### config.mk
export PLATFORM = sky130hd
export DESIGN_NAME = decode_stage
export DESIGN_NICKNAME = d
export VERILOG_FILES = /design/src/rtl/decode_stage_pkg.sv /design/src/rtl/decode_stage_imm_gen.sv /design/src/rtl/decode_stage.sv
export SDC_FILE = /design/constraint.sdc
export NUM_CORES = 1
export LEC_CHECK = 0
export CAP_MARGIN = 10
export CORE_MARGIN = 5
export CORE_UTILIZATION = 60
export CTS_CLUSTER_SIZE = 8
export DETAILED_ROUTE_END_ITERATION = 10
export DONT_BUFFER_PORTS = 1
export PLACE_DENSITY = 0.76
export REMOVE_ABC_BUFFERS = 1
export SLEW_MARGIN = 10
export SYNTH_ARGS = -nofsm -noshare
export SYNTH_HDL_FRONTEND = slang
export SYNTH_HIERARCHICAL = 1
export SYNTH_SLANG_ARGS = --single-unit
### constraint.sdc
create_clock -name clk -period 22.3 [get_ports clk]
set_clock_uncertainty 0.1 [all_clocks]
set_input_delay 3.345 -clock clk [delete_from_list [all_inputs] [get_ports clk]]
set_output_delay 3.345 -clock clk [all_outputs]
set_load 0.05 [all_outputs]
### src/rtl/decode_stage_pkg.sv
// Shared types and opcode constants for the RV32I/RV64I decode stage.
// decoded_t carries 64-bit pc/imm so it is independent of the XLEN parameter.
package decode_stage_pkg;

   typedef logic [2:0] u3;
   typedef logic [4:0] u5;
   typedef logic [6:0] u7;
   typedef u5          reg_addr;

   typedef enum logic [2:0] {
      FMT_R    = 3'd0,
      FMT_I    = 3'd1,
      FMT_S    = 3'd2,
      FMT_B    = 3'd3,
      FMT_U    = 3'd4,
      FMT_J    = 3'd5,
      FMT_NONE = 3'd6
   } inst_fmt_t;

   localparam u7 OPC_LUI     = 7'b0110111;
   localparam u7 OPC_AUIPC   = 7'b0010111;
   localparam u7 OPC_JAL     = 7'b1101111;
   localparam u7 OPC_JALR    = 7'b1100111;
   localparam u7 OPC_BRANCH  = 7'b1100011;
   localparam u7 OPC_LOAD    = 7'b0000011;
   localparam u7 OPC_STORE   = 7'b0100011;
   localparam u7 OPC_OPIMM   = 7'b0010011;
   localparam u7 OPC_OP      = 7'b0110011;
   localparam u7 OPC_OPIMM32 = 7'b0011011;
   localparam u7 OPC_OP32    = 7'b0111011;

   typedef struct packed {
      logic [63:0] pc;
      u7           opcode;
      u3           funct3;
      u7           funct7;
      reg_addr     rs1;
      reg_addr     rs2;
      reg_addr     rd;
      logic [63:0] imm;
      inst_fmt_t   fmt;
      logic        illegal;
   } decoded_t;

endpackage

### src/rtl/decode_stage_imm_gen.sv
// Combinational immediate generator: picks the format's bit layout and
// sign-extends from instr[31] to XLEN. R and NONE produce zero.
module imm_gen
   import decode_stage_pkg::*;
#(
   parameter int XLEN = 64
) (
   input  logic [31:0]     instr,
   input  inst_fmt_t       fmt,
   output logic [XLEN-1:0] imm
);

   logic [31:0] imm32;

   always_comb begin
      imm32 = '0;
      case (fmt)
         FMT_I:   imm32 = {{20{instr[31]}}, instr[31:20]};
         FMT_S:   imm32 = {{20{instr[31]}}, instr[31:25], instr[11:7]};
         FMT_B:   imm32 = {{19{instr[31]}}, instr[31], instr[7], instr[30:25], instr[11:8], 1'b0};
         FMT_U:   imm32 = {instr[31:12], 12'b0};
         FMT_J:   imm32 = {{11{instr[31]}}, instr[31], instr[19:12], instr[20], instr[30:21], 1'b0};
         default: imm32 = '0;
      endcase
      imm = XLEN'(signed'(imm32));
   end

endmodule

### src/rtl/decode_stage.sv
// Registered RV32I/RV64I decode stage with valid/ready on both sides and a
// 2-entry (main + skid) buffer so in_ready never depends on out_ready.
module decode_stage
   import decode_stage_pkg::*;
#(
   parameter int XLEN     = 64,
   parameter bit ENABLE_W = 1'b1
) (
   input  logic            clk,
   input  logic            reset,
   input  logic            flush,
   input  logic            in_valid,
   output logic            in_ready,
   input  logic [XLEN-1:0] in_pc,
   input  logic [31:0]     in_instr,
   output logic            out_valid,
   input  logic            out_ready,
   output logic [XLEN-1:0] out_pc,
   output logic [6:0]      out_opcode,
   output logic [2:0]      out_funct3,
   output logic [6:0]      out_funct7,
   output logic [4:0]      out_rs1,
   output logic [4:0]      out_rs2,
   output logic [4:0]      out_rd,
   output logic [XLEN-1:0] out_imm,
   output logic [2:0]      out_fmt,
   output logic            out_illegal
);

   localparam bit W_OK = ENABLE_W && (XLEN == 64);

   inst_fmt_t       fmt_raw;
   inst_fmt_t       fmt;
   logic            illegal;
   logic [XLEN-1:0] imm;
   decoded_t        dec;

   decoded_t main_q, main_d, skid_q, skid_d;
   logic     main_vld_q, main_vld_d, skid_vld_q, skid_vld_d;
   logic     acc;

   always_comb begin
      fmt_raw = FMT_NONE;
      case (in_instr[6:0])
         OPC_OP:                              fmt_raw = FMT_R;
         OPC_OP32:                            fmt_raw = W_OK ? FMT_R : FMT_NONE;
         OPC_OPIMM, OPC_LOAD, OPC_JALR:       fmt_raw = FMT_I;
         OPC_OPIMM32:                         fmt_raw = W_OK ? FMT_I : FMT_NONE;
         OPC_STORE:                           fmt_raw = FMT_S;
         OPC_BRANCH:                          fmt_raw = FMT_B;
         OPC_LUI, OPC_AUIPC:                  fmt_raw = FMT_U;
         OPC_JAL:                             fmt_raw = FMT_J;
         default:                             fmt_raw = FMT_NONE;
      endcase
      illegal = (fmt_raw == FMT_NONE) || (in_instr[1:0] != 2'b11);
      fmt     = illegal ? FMT_NONE : fmt_raw;
   end

   imm_gen #(.XLEN(XLEN)) u_imm_gen (
      .instr (in_instr),
      .fmt   (fmt),
      .imm   (imm)
   );

   // Register fields are zeroed whenever the format does not use them.
   always_comb begin
      dec         = '0;
      dec.pc      = 64'(in_pc);
      dec.opcode  = in_instr[6:0];
      dec.funct3  = in_instr[14:12];
      dec.funct7  = in_instr[31:25];
      dec.rs1     = (fmt inside {FMT_R, FMT_I, FMT_S, FMT_B}) ? in_instr[19:15] : 5'd0;
      dec.rs2     = (fmt inside {FMT_R, FMT_S, FMT_B})        ? in_instr[24:20] : 5'd0;
      dec.rd      = (fmt inside {FMT_R, FMT_I, FMT_U, FMT_J}) ? in_instr[11:7]  : 5'd0;
      dec.imm     = 64'(imm);
      dec.fmt     = fmt;
      dec.illegal = illegal;
   end

   assign in_ready = !skid_vld_q;

   always_comb begin
      main_d     = main_q;
      main_vld_d = main_vld_q;
      skid_d     = skid_q;
      skid_vld_d = skid_vld_q;
      acc        = in_valid && !skid_vld_q && !flush;
      if (flush) begin
         main_vld_d = 1'b0;
         skid_vld_d = 1'b0;
      end else if (!main_vld_q || out_ready) begin
         // Main slot frees up: the oldest held entry (skid) moves forward first.
         if (skid_vld_q) begin
            main_d     = skid_q;
            main_vld_d = 1'b1;
            skid_vld_d = acc;
            if (acc) skid_d = dec;
         end else begin
            main_vld_d = acc;
            if (acc) main_d = dec;
         end
      end else if (acc) begin
         skid_d     = dec;
         skid_vld_d = 1'b1;
      end
   end

   always_ff @(posedge clk or posedge reset) begin
      if (reset) begin
         main_q     <= '0;
         skid_q     <= '0;
         main_vld_q <= 1'b0;
         skid_vld_q <= 1'b0;
      end else begin
         main_q     <= main_d;
         skid_q     <= skid_d;
         main_vld_q <= main_vld_d;
         skid_vld_q <= skid_vld_d;
      end
   end

   assign out_valid   = main_vld_q;
   assign out_pc      = main_q.pc[XLEN-1:0];
   assign out_opcode  = main_q.opcode;
   assign out_funct3  = main_q.funct3;
   assign out_funct7  = main_q.funct7;
   assign out_rs1     = main_q.rs1;
   assign out_rs2     = main_q.rs2;
   assign out_rd      = main_q.rd;
   assign out_imm     = main_q.imm[XLEN-1:0];
   assign out_fmt     = main_q.fmt;
   assign out_illegal = main_q.illegal;

endmodule

==> impl_results.md <==
- Hold_buf cts: 0
- Final setup violation count: 0
- First-pass GRT wire length: 54800 um
- PwrDens: 108 mW/mm^2
- Die ar.: 0.0273 mm^2
- RSZ-0062 raised after global routing: no
- PostCTS Resize Cnt: 0
- DP Area: 0.0143 mm^2
- Core Region: 0.0236 mm^2
- Status: finished clean
- Die height: 165 um
- Worst Setup Start Kind: input pin
- Critical path type: input pin to flip-flop
- Drt pass-1 iters: 7
- CP Data Arrival Time: approximately 6.3 ns
- Mean Syn Cell Area: 9.43 um^2
- Area Growth Syn to Fin: 7.60%
- Buffers on Ports: 0
- Clk buf depth: 3
- CTS root buf: clkbuf_16
- Postcts setup bufs: 0
- Reg-to-reg slack, setup: ~19 ns
- Worst-Skew Late Latency: 0.52 ns
- Max cap viols: 0
- Layout cells sized above 1: 5.64%
- Slew @ Worst Pin: 1.23 ns
- Fmax: 167 MHz
- Seq pwr share: 55.2%
- Worst setup EP type: flip-flop
- FFs w/ async S/R, synth: 100%
- Grt total ovfl: 0
- ANT nets after route: 0
- Static Leak: 7.09 nW
- Yosys reg bits: between 300 and 400
- GR Util All Layers: 24.7%
- Total CTS buffers: 47
- Tcrit/Tclk final: 26.9%
- Clk slew on worst S/H paths: 0.05 ns
- Initial antenna violation count: 0
- WL final: ~34000 um
- DRC: 0
- Clock power frac: 36.6%
- DR WL/cell: 18.8 um
- Post-synth cell types: a little under 50
- Layout Nets: 1570
- DP Cell Count: 1739
- Post-DP HPWL: 20400 um
- Slew Viols, Final: 0
- Sequential element share of the synthesized area: 57.0%
- YS warnings: 6
- N_diodes: 0
- CP Data Required Time: 22.63 ns
- TritonCTS clock tree: yes
- Peak VDD IR: 0.0693 mV
- TNS Setup: 0 ns
- Finished Cell Area: 0.0156 mm^2
- Clock Sinks: 330
- Minimum clock period: 6.00 ns
- Final Hold Viols: 0
- Hold Path Class: flip-flop to flip-flop
- EDFF count, synth: 0
- Vias: 10400
- Largest net degree at the start of global routing: about 110
- Initial Utilization: between 60% and 70%
- Sw Share: 33.2%
- P_int: 1.12 mW
- Crit-path max FO: 66
- H-tree depth: 2
- Cell Area, Synth: 0.0145 mm^2
- Layout Cells excl Fill: 1791
- Slew headroom: 17.8%
- Vias in the first global route: about 10000
- Most used DFF post-synth: dfrtp_1
- Rows: 56
- Total Power: 1.68 mW
- Gate power share: under 10%
- Vias/cell: 5.78
- Sw Pwr: 0.559 mW
- Chip Width: 165 um
- Initial DRC count: 991
- GP Congestion: 0.828
- I/O pins: 267
- Syn Inst Count: 1535
state kept, by name, indices dropped and copies added, names as in the netlist:
name         count
out_imm         64
out_funct7       7
skid_vld_q       1
out_rs2          5
skid_q         164
out_valid        1
out_rs1          5
out_fmt          3
out_pc          64
out_illegal      1
out_rd           5
out_funct3       3
out_opcode       7
cells in the mapped netlist, drive strengths merged (6+ instances only):
cell    instances  share of area [%]
nand2         474                 12
a31oi          18               0.78
buf            87                3.6
a22o            8               0.48
nor2b           6               0.33
nor2          169                4.4
dfrtp         330                 57
o21ai          41                1.4
and2            9               0.39
clkbuf         43                1.1
mux2i         145                 10
a21oi         149                5.1
a21o            8               0.41
cell type report:
type                       instances  area, um^2
timing repair buffer              15         113
tap                              319         399
inverter                           4        22.5
fill                            1873        8030
multi-input combinational       1071        5550
clock inverter                     1        7.51
sequential                       330        8260
clock buffer                      51        1230
critical path, stage by stage:
cell and delay [ns]:
or3_1 0.35, a21oi_1 0.48, o21ai_1 0.12, buf_4 0.24
nor2b_1 0.60, o21a_2 0.24, buf_4 0.51, mux2i_1 0.20
a21oi_1 0.19
power by group through the flow:
| stage | clock (mW) | sequential [mW] | combinational [mW] |
|---|---|---|---|
| 3_5_place_dp | 0 | 0.939 | 0.139 |
| 4_1_cts | 0.628 | 0.930 | 0.140 |
| 5_1_grt | 0.657 | 0.941 | 0.161 |
| 3_3_place_gp | 0 | 0.936 | 0.131 |
| 6_report | 0.616 | 0.929 | 0.138 |
| 2_1_floorplan | 0 | 0.917 | 0.131 |
metrics by stage:
step                      hold WS, ns  util [%]  setup WS [ns]
after floorplan                 0.345         -         -0.180
after global placement          0.357      60.7          15.98
after detailed placement        0.363      60.7          15.84
after CTS                       0.374      66.0          16.33
after global routing            0.386      66.0          16.09
final                           0.369      66.0          16.30
worst paths after layout:
path,startpoint,end,cells after the start
max,in_instr[5],out_imm[32]$_DFFE_PP0P_,9
min,skid_q[63]$_DFFE_PP0P_,skid_q[63]$_DFFE_PP0P_,2
max reg2reg,skid_vld_q$_DFFE_PP0P_,skid_q[157]$_DFFE_PP0P_,6
min reg2reg,skid_q[63]$_DFFE_PP0P_,skid_q[63]$_DFFE_PP0P_,2
max in group asynchronous,reset,skid_q[10]$_DFFE_PP0P_,3
min in group asynchronous,reset,out_pc[52]$_DFFE_PP0P_,1
logic make-up after synthesis:
logic type	count (synthesis)	synth area share, %
compound gates	245	9.57
flops	330	57.0
simple gates	678	18.3
buf+inv	134	4.80
mux	148	10.3
routing by layer:
| metal | part of all wire, % | vias up | track usage, % |
|---|---|---|---|
| met2 | 48 | 352 | 39.2 |
| met1 | 40 | 5075 | 32.4 |
| met3 | 9.6 | 67 | 8.02 |
| met4 | 2.5 | 0 | 8.21 |
| met5 | 0 | - | 0 |
| li1 | - | 4864 | - |
cells in the final DEF (no fill, tap or decap), drive strengths merged, types with 2 or more instances in the layout:
| cell | netlist | layout |
|---|---|---|
| a21o | 8 | 8 |
| mux2i | 145 | 145 |
| and2 | 9 | 9 |
| a31oi | 18 | 18 |
| or3 | 2 | 2 |
| nor2b | 6 | 6 |
| inv | 4 | 4 |
| a21oi | 149 | 149 |
| clkbuf | 43 | 51 |
| o22ai | 2 | 2 |
| nor3 | 3 | 3 |
| buf | 87 | 15 |
| nand2b | 3 | 3 |
| a22o | 8 | 8 |
| mux2 | 3 | 3 |
| dfrtp | 330 | 330 |
| o21ai | 41 | 41 |
| or2 | 2 | 2 |
| nand2 | 474 | 474 |
| nor2 | 169 | 169 |
| o21a | 3 | 3 |
| a2111oi | 2 | 2 |
| o211ai | 5 | 5 |
| nand3 | 5 | 5 |
Note: power is estimated with default switching activity, not from simulation.
